<file path="src/rtl/key_event_ctrl.sv">
// rtl/key_event_ctrl.sv - debounced push-key gesture classifier (short/double/long/repeat)
// One shared ms timebase and a single FSM turn a raw active-low key into one-cycle event pulses.
module key_event_ctrl #(
  parameter logic [15:0] CNT_1MS = 16'd49_999,
  parameter logic [10:0] DB_MS   = 11'd20,
  parameter logic [10:0] LONG_MS = 11'd1000,
  parameter logic [10:0] DBL_MS  = 11'd250,
  parameter logic [10:0] REP_MS  = 11'd200,
  parameter logic        DBL_EN  = 1'b1,
  parameter logic        REP_EN  = 1'b1
) (
  input  logic sys_clk,
  input  logic sys_rst,
  input  logic key_in,
  output logic short_flag,
  output logic double_flag,
  output logic long_flag,
  output logic repeat_flag,
  output logic key_level
);

  typedef enum logic [3:0] {
    S_IDLE  = 4'd0,
    S_DN1   = 4'd1,
    S_HOLD1 = 4'd2,
    S_UP1   = 4'd3,
    S_WAIT2 = 4'd4,
    S_DN2   = 4'd5,
    S_HOLD2 = 4'd6,
    S_UP2   = 4'd7,
    S_LONG  = 4'd8,
    S_UPL   = 4'd9
  } state_t;

  state_t      r_state;
  logic        r_sync0;
  logic        r_sync1;
  logic [15:0] r_pre;
  logic [10:0] r_ms_cnt;
  logic        r_short;
  logic        r_double;
  logic        r_long;
  logic        r_repeat;
  logic        r_key_level;
  logic        w_ms_tick;
  logic        w_key_s;

  assign w_ms_tick = (r_pre == CNT_1MS);
  assign w_key_s   = r_sync1;

  always_ff @(posedge sys_clk) begin
    if (sys_rst) begin
      r_sync0 <= 1'b1;
      r_sync1 <= 1'b1;
    end else begin
      r_sync0 <= key_in;
      r_sync1 <= r_sync0;
    end
  end

  always_ff @(posedge sys_clk) begin
    if (sys_rst || w_ms_tick) r_pre <= 16'd0;
    else                      r_pre <= r_pre + 16'd1;
  end

  // Key changes are tested before timeouts so an edge always wins a same-cycle expiry.
  // Any state change clears r_ms_cnt, overriding the tick increment above it.
  always_ff @(posedge sys_clk) begin
    if (sys_rst) begin
      r_state     <= S_IDLE;
      r_ms_cnt    <= 11'd0;
      r_short     <= 1'b0;
      r_double    <= 1'b0;
      r_long      <= 1'b0;
      r_repeat    <= 1'b0;
      r_key_level <= 1'b0;
    end else begin
      r_short     <= 1'b0;
      r_double    <= 1'b0;
      r_long      <= 1'b0;
      r_repeat    <= 1'b0;
      r_key_level <= (r_state inside {S_HOLD1, S_UP1, S_LONG, S_UPL, S_HOLD2, S_UP2});
      if (w_ms_tick && (r_ms_cnt != 11'h7FF)) r_ms_cnt <= r_ms_cnt + 11'd1;
      case (r_state)
        S_IDLE: begin
          if (!w_key_s) begin r_state <= S_DN1; r_ms_cnt <= 11'd0; end
        end
        S_DN1: begin
          if (w_key_s) begin
            r_state <= S_IDLE; r_ms_cnt <= 11'd0;
          end else if (r_ms_cnt == DB_MS) begin
            r_state <= S_HOLD1; r_ms_cnt <= 11'd0;
          end
        end
        S_HOLD1: begin
          if (w_key_s) begin
            r_state <= S_UP1; r_ms_cnt <= 11'd0;
          end else if (r_ms_cnt == LONG_MS) begin
            r_state <= S_LONG; r_ms_cnt <= 11'd0; r_long <= 1'b1;
          end
        end
        S_UP1: begin
          if (!w_key_s) begin
            r_state <= S_HOLD1; r_ms_cnt <= 11'd0;
          end else if (r_ms_cnt == DB_MS) begin
            r_ms_cnt <= 11'd0;
            if (DBL_EN) begin
              r_state <= S_WAIT2;
            end else begin
              r_state <= S_IDLE; r_short <= 1'b1;
            end
          end
        end
        S_WAIT2: begin
          if (!w_key_s) begin
            r_state <= S_DN2; r_ms_cnt <= 11'd0;
          end else if (r_ms_cnt == DBL_MS) begin
            r_state <= S_IDLE; r_ms_cnt <= 11'd0; r_short <= 1'b1;
          end
        end
        S_DN2: begin
          if (w_key_s) begin
            r_state <= S_WAIT2; r_ms_cnt <= 11'd0;
          end else if (r_ms_cnt == DB_MS) begin
            r_state <= S_HOLD2; r_ms_cnt <= 11'd0; r_double <= 1'b1;
          end
        end
        S_HOLD2: begin
          if (w_key_s) begin r_state <= S_UP2; r_ms_cnt <= 11'd0; end
        end
        S_UP2: begin
          if (!w_key_s) begin
            r_state <= S_HOLD2; r_ms_cnt <= 11'd0;
          end else if (r_ms_cnt == DB_MS) begin
            r_state <= S_IDLE; r_ms_cnt <= 11'd0;
          end
        end
        S_LONG: begin
          if (w_key_s) begin
            r_state <= S_UPL; r_ms_cnt <= 11'd0;
          end else if (REP_EN && (r_ms_cnt == REP_MS)) begin
            r_ms_cnt <= 11'd0; r_repeat <= 1'b1;
          end
        end
        S_UPL: begin
          if (!w_key_s) begin
            r_state <= S_LONG; r_ms_cnt <= 11'd0;
          end else if (r_ms_cnt == DB_MS) begin
            r_state <= S_IDLE; r_ms_cnt <= 11'd0;
          end
        end
        default: begin
          r_state <= S_IDLE; r_ms_cnt <= 11'd0;
        end
      endcase
    end
  end

  assign short_flag  = r_short;
  assign double_flag = r_double;
  assign long_flag   = r_long;
  assign repeat_flag = r_repeat;
  assign key_level   = r_key_level;

endmodule
</file>
<file path="config.mk">
export PLATFORM = sky130hd
export DESIGN_NAME = key_event_ctrl
export DESIGN_NICKNAME = d
export VERILOG_FILES = /design/src/rtl/key_event_ctrl.sv
export SDC_FILE = /design/constraint.sdc
export NUM_CORES = 1
export LEC_CHECK = 0
export ABC_AREA = 1
export BUFFER_PORTS_ARGS = -buffer_cell sky130_fd_sc_hd__buf_2
export CAP_MARGIN = 20
export CORE_ASPECT_RATIO = 0.7
export CORE_UTILIZATION = 55
export CTS_CLUSTER_SIZE = 12
export DETAILED_ROUTE_END_ITERATION = 10
export PLACE_DENSITY = 0.72
export SLEW_MARGIN = 20
export SYNTH_ARGS = -nofsm -noshare
export SYNTH_HDL_FRONTEND = slang
export SYNTH_SLANG_ARGS = --single-unit
</file>
<file path="constraint.sdc">
create_clock -name sys_clk -period 1.6 [get_ports sys_clk]
set_input_delay 0.24 -clock sys_clk [delete_from_list [all_inputs] [get_ports sys_clk]]
set_output_delay 0.24 -clock sys_clk [all_outputs]
set_load 0.02 [all_outputs]
</file>
==> summary.md, run 1 <==
| Metric | Value |
|---|---|
| Outcome | `complete, but fails checks` |
| Violated checks | `negative setup slack` |
| WS Path Type | `reg -> reg` |
| Net Sw Frac | `22.0%` |
| Slack of the critical path | `-0.0262 ns` |
| Critical path launch point type | `register` |
| Setup Viol. Count Final | `2` |
| Die area | `0.00412 mm²` |
| Synth async-reset ratio | `0%` |
| Net count after synthesis | `326` |
| Final HPWL DP | `3560 µm` |
| Clk buf depth | `2` |
| Antenna violations before repair | `0` |
| Final cell count without fillers | `406` |
| Worst-margin pin slew | `0.447 ns` |
| Commonest cells after routing, fill and taps aside | `nand2_1, inv_1, nor2_1` |
| Leak Pwr | `1.11 nW` |
| DR iter-0 viols | `98` |
| # diodes | `0` |
| Pin count of the biggest net entering global routing | `12` |
| Number of global-route vias before repair | `1,935` |
| # hold bufs at CTS | `0` |
| Routed vias/inst | `5.17` |
| Hold Path Class | `in -> reg` |
| Synth area leaders | `dfxtp_1, nand2_1, nor2_1, inv_1, nand3_1` |
| Maximum fanout along the worst path | `9` |
| WL final | `5120 µm` |
| DR vias | `2,101` |
| Synth Instances | `319` |
| Net load switching power | `0.000407 W` |
| Global route overflow | `0` |
| CTS Sinks | `38` |
| Die W | `76.3 µm` |
| IO Count | `8` |
| Clock Tree Root | `clkbuf_8` |
| Hold wc startpoint | `key_in` |
| Sequential area share after synthesis | `35.8%` |
| EDFF count, synth | `0` |
| Chip height | `54.0 µm` |
| Max-cap viol count | `0` |
| Reg-to-Reg End | `r_ms_cnt[2]` |
| Endpoint, Worst Hold | `r_sync0` |
| Clock Skews | `0.00356 ns` |
| CP Capture Type | `register` |
| Req. time, crit path | `1.79 ns` |
| Post-synth top flop | `dfxtp_1` |
| Post-synth cell types | `30` |
| Reg2reg start | `r_pre[1]` |
| Cell Rows | `18` |
| Layout Nets | `362` |
| Clock share of power | `41.3%` |
| Routed len/inst | `12.6 µm` |
| H-tree Lvls | `2` |
| First-pass GRT wire length | `8470 µm` |
| Num CTS Buffers | `5` |
| ANT nets after route | `0` |
| Combinational Power Share | `6.4%` |
| Initial core utilization | `59.0%` |
| Final worst path period share | `102%` |
| Commonest non-fill, non-tap cell in the layout | `nand2_1` |
| Pwr Total | `0.00185 W` |
| All-Layer GR Usage | `26.6%` |
| DRT Pass-1 Iters | `5` |
| Gp weighted congestion | `0.919` |
| Slew Limit Fails | `0` |
| Core box area | `0.00360 mm²` |
| DP Cell Count | `392` |
| Register-to-Register Path Depth | `10` |
| Cell taking the most area after synthesis | `dfxtp_1` |
| Highest clock rate | `0.615 GHz` |
| RSZ-0062 raised after global routing | `yes` |
| CTS tree | `built` |
| Sequential Power Share | `52.2%` |
| Maximum vdd ir drop | `0.475 mV` |
| Slew margin rel. | `69.9%` |
| Layout area overhead | `26.4%` |
| Top cell type's share of synthesized area | `35.8%` |
| Port bufs | `7` |
| Synthesized area | `0.00213 mm²` |
| Synth warnings | `0` |
| Worst hold path depth | `2` |
| Fill cell count | `283` |
| Fin crit period | `1.63 ns` |
| Arrival time worst endpoint | `1.82 ns` |
| FF-to-FF setup slack | `-0.03 ns` |
| Yosys reg bits | `38` |
| Layout cells sized above 1 | `26.4%` |
| Clock Latency Late Sink | `0.29 ns` |
| CTS clk-pin slew, worst paths | `0.07 ns` |
| Hold Violations, Final | `0` |
| Avg Inst Size Synth | `6.67 µm²` |
| Drt drc | `0` |
| Cell Pwr Density | `687 mW/mm²` |
| Fin Setup TNS | `-0.0484 ns` |
| Internal power | `0.00144 W` |
==> cells in the mapped netlist, types with 4 or more instances <==
cell	number
nor2_1	46
nand3_1	19
inv_1	44
nor3_1	16
o21ai_0	12
nand2_1	69
xor2_1	8
ha_1	4
nand4_1	7
a21oi_1	14
o21ai_1	6
nor2_2	5
dfxtp_1	38
==> metrics by stage <==
stage	hold slack (ns)	utilization, %	worst slack [ns]	area, µm²
floorplan	0.344	-	0.0563	2130
global placement	0.396	65.6	0.00273	2360
detailed placement	0.400	65.6	-0.0364	2360
CTS	0.129	71.4	-0.0268	2570
global route	0.134	74.6	-0.123	2690
finish	0.130	74.6	-0.0262	2690
==> layout make-up <==
type	instances	area, µm²	area share, %
repair buffers	36	297	11.0
inverters	45	171	6.38
flip-flops and latches	38	774	28.8
well taps	50	62.6	2.33
clock buffers	8	110	4.10
multi-input cells	229	1270	47.3
==> repair_timing <==
item | 4_1_cts | 5_1_grt
cloned | 1 | 0
buffers inserted | 3 | 3
pin swaps | 2 | 10
gates resized for setup | 14 | 37
setup endpoints to repair | 13 | 20
==> power groups by stage <==
stage	Combinational, W	Sequential, W	Clock (W)
after CTS	0.0000965	0.000967	0.000771
after floorplan	0.0000558	0.000984	0
after global routing	0.000130	0.000965	0.000804
after global placement	0.0000903	0.000985	0
final	0.000119	0.000965	0.000763
after detailed placement	0.0000928	0.000986	0
==> how the worst max path moves through the flow <==
stage                             end  cells after the start        start
after CTS                 r_ms_cnt[0]                     10     r_pre[0]
after floorplan           r_ms_cnt[3]                      9  r_ms_cnt[0]
after global placement    r_ms_cnt[6]                     10  r_ms_cnt[0]
after global routing      r_ms_cnt[2]                     10     r_pre[1]
final                     r_ms_cnt[2]                     10     r_pre[1]
after detailed placement  r_ms_cnt[6]                     10  r_ms_cnt[0]
==> cells by family after synthesis <==
kind of cell,share of synthesized area [%]
AOI/OAI and AO/OA,8.94
xor gates and xnor gates,3.71
adders and majority gates,2.35
buffers and inverters,10.1
DFF,35.8
and+or+nand+nor,39.2
==> critical path: stages, from the launching register on <==
cell and delay (ns):
dfxtp_2 0.36, ha_4 0.16, nand2_4 0.06, nor2_4 0.11, nand4_1 0.13, nand2b_4 0.19, nor2_4 0.14, buf_6 0.16
o21ai_1 0.10, nand2_1 0.08, nor2_1 0.03
==> routing by layer <==
metal	wire [µm]	GRT usage [%]	vias up
met5	0	0	-
met4	83	9.62	0
met3	382	6.10	10
met2	2280	42.9	76
met1	2380	35.5	926
li1	-	-	1089
==> state kept, by name, summed over array words and instances (netlist names) <==
name         count
r_pre           16
r_ms_cnt        11
r_state          4
double_flag      1
key_level        1
long_flag        1
r_sync0          1
r_sync1          1
repeat_flag      1
short_flag       1
Power figures use the tool's default switching activity.
==> inputs of run 2 (changes only) <==
Settings changed: CORE_ASPECT_RATIO 0.7 to 2, CORE_UTILIZATION 55 to 35, PLACE_DENSITY 0.72 to 0.49, SETUP_SLACK_MARGIN set to 0.1.
==> run 2 against run 1 <==
Utilization shrank 25 points; the flow now finishes without violations; sequential share of layout area is 2.0 points lower; wire length up 3.6%; critical path type unchanged.
==> summary.md, run 2 (synthesized netlist as in run 1, its figures left out) <==
| Metric | Value |
|---|---|
| Outcome | `finished, final reports clean` |
| CTS clk-pin slew, worst paths | `0.06 ns` |
| Hold_ws | `0.130 ns` |
| Die W | `57.1 µm` |
| IO Count | `8` |
| DR vias | `2,137` |
| Max-cap viol count | `0` |
| Chip height | `112 µm` |
| Clock Latency Late Sink | `0.29 ns` |
| DRT Pass-1 Iters | `4` |
| Commonest non-fill, non-tap cell in the layout | `nand2_1` |
| Leak Pwr | `1.23 nW` |
| WL final | `5310 µm` |
| Layout cells sized above 1 | `33.1%` |
| Number of global-route vias before repair | `2,096` |
| Fill cell count | `581` |
| Slew margin rel. | `83.4%` |
| RSZ-0062 raised after global routing | `yes` |
| ANT nets after route | `0` |
| Highest clock rate | `0.645 GHz` |
| Max reg flops | `16` |
| All-Layer GR Usage | `18.2%` |
| Final HPWL DP | `4020 µm` |
| CTS tree | `built` |
| Final worst path period share | `97.0%` |
| Global route overflow | `0` |
| Layout area overhead | `36.2%` |
| Biggest regs | `r_pre: 16 flops, r_ms_cnt: 11 flops, r_state: 4 flops` |
| Drt drc | `0` |
| CTS Sinks | `38` |
| Critical path launch point type | `register` |
| First-pass GRT wire length | `9050 µm` |
| Slew Limit Fails | `0` |
| Fin crit period | `1.55 ns` |
| Gp weighted congestion | `0.864` |
| Setup Viol. Count Final | `0` |
| WS Path Type | `reg -> reg` |
| Antenna violations before repair | `0` |
| Cell Rows | `39` |
| Arrival time worst endpoint | `1.73 ns` |
| CP Capture Type | `register` |
| # hold bufs at CTS | `0` |
| Core box area | `0.00581 mm²` |
| Req. time, crit path | `1.78 ns` |
| DR iter-0 viols | `89` |
| Routed len/inst | `12.3 µm` |
| Clk buf depth | `2` |
| Worst-margin pin slew | `0.248 ns` |
| Hold Path Class | `in -> reg` |
| Clock Skews | `0.00766 ns` |
| H-tree Lvls | `2` |
| Pwr Total | `0.00220 W` |
| Routed vias/inst | `4.97` |
| Maximum vdd ir drop | `0.738 mV` |
| # diodes | `0` |
| Cell Pwr Density | `761 mW/mm²` |
| Commonest cells after routing, fill and taps aside | `nand2_1, inv_1, nor2_1` |
| Hold Violations, Final | `0` |
| Layout Nets | `375` |
| Maximum fanout along the worst path | `6` |
| Initial core utilization | `36.6%` |
| Num CTS Buffers | `5` |
| Port bufs | `7` |
| Pin count of the biggest net entering global routing | `13` |
| Die area | `0.00641 mm²` |
| Reg with most FFs | `r_pre` |
| Clock Tree Root | `clkbuf_16` |
## run 2: power breakdown
part / switching, W / internal (W) / leakage (nW)
registers: 0.00000892 / 0.000955 / 0.312
clock network: 0.000391 / 0.000729 / 0.0836
logic: 0.0000656 / 0.0000540 / 0.839
total: 0.000466 / 0.00174 / 1.23
## run 2: layout make-up
type                    instances  area, µm²  area share (%)
well taps                      61       76.3            2.63
clock buffers                   5        125            4.32
repair buffers                 49        369            12.7
inverters                      45        171            5.92
flip-flops and latches         38        777            26.8
clock inverters                 3       40.0            1.38
multi-input cells             229       1340            46.2
## run 2: worst max-delay path: stages, from the launching register on
cell      delay [ns]
dfxtp_4         0.36
inv_4           0.06
ha_2            0.17
nand3_1         0.07
nor2_1          0.12
nand3_1         0.10
nand2_1         0.09
nand2_2         0.10
o21bai_4        0.16
buf_6           0.15
nor2_1          0.05
## run 2: per-layer routing
layer,routed length [µm],vias to the layer above,share of wire [%],GRT usage [%]
li1,-,1110,-,-
met1,1920,979,36,16.8
met2,3070,36,58,35.6
met3,154,12,2.9,4.15
met4,164,0,3.1,8.94
met5,0,-,0,0
## run 2: final timing paths
kind                     from     endpoint  slack (ns)  cells after the start
setup reg to reg  r_ms_cnt[0]  r_ms_cnt[5]        0.05                     10
setup / recovery  r_ms_cnt[0]  r_ms_cnt[5]        0.05                     10
hold / removal         key_in      r_sync0        0.13                      2
hold reg to reg       r_sync0      r_sync1        0.41                      1
## run 2: metrics by stage
stage | cell area [µm²] | std cells | setup slack, ns | utilization [%] | TNS [ns]
floorplan | 2160 | 319 | 0.0921 | - | 0
global placement | 2480 | 414 | -0.0245 | 42.7 | -0.144
detailed placement | 2480 | 414 | -0.0193 | 42.7 | -0.117
CTS | 2810 | 429 | 0.0493 | 48.5 | 0
global route | 2900 | 430 | -0.0480 | 49.9 | -0.250
finish | 2900 | 430 | 0.0485 | 49.9 | 0
## run 2: what timing repair did
item / in CTS / in global routing
setup endpoints to repair: 18 / 29
pin swaps: 17 / 7
resized for setup: 35 / 27
setup buffers: 6 / 2
cloned: 1 / 0
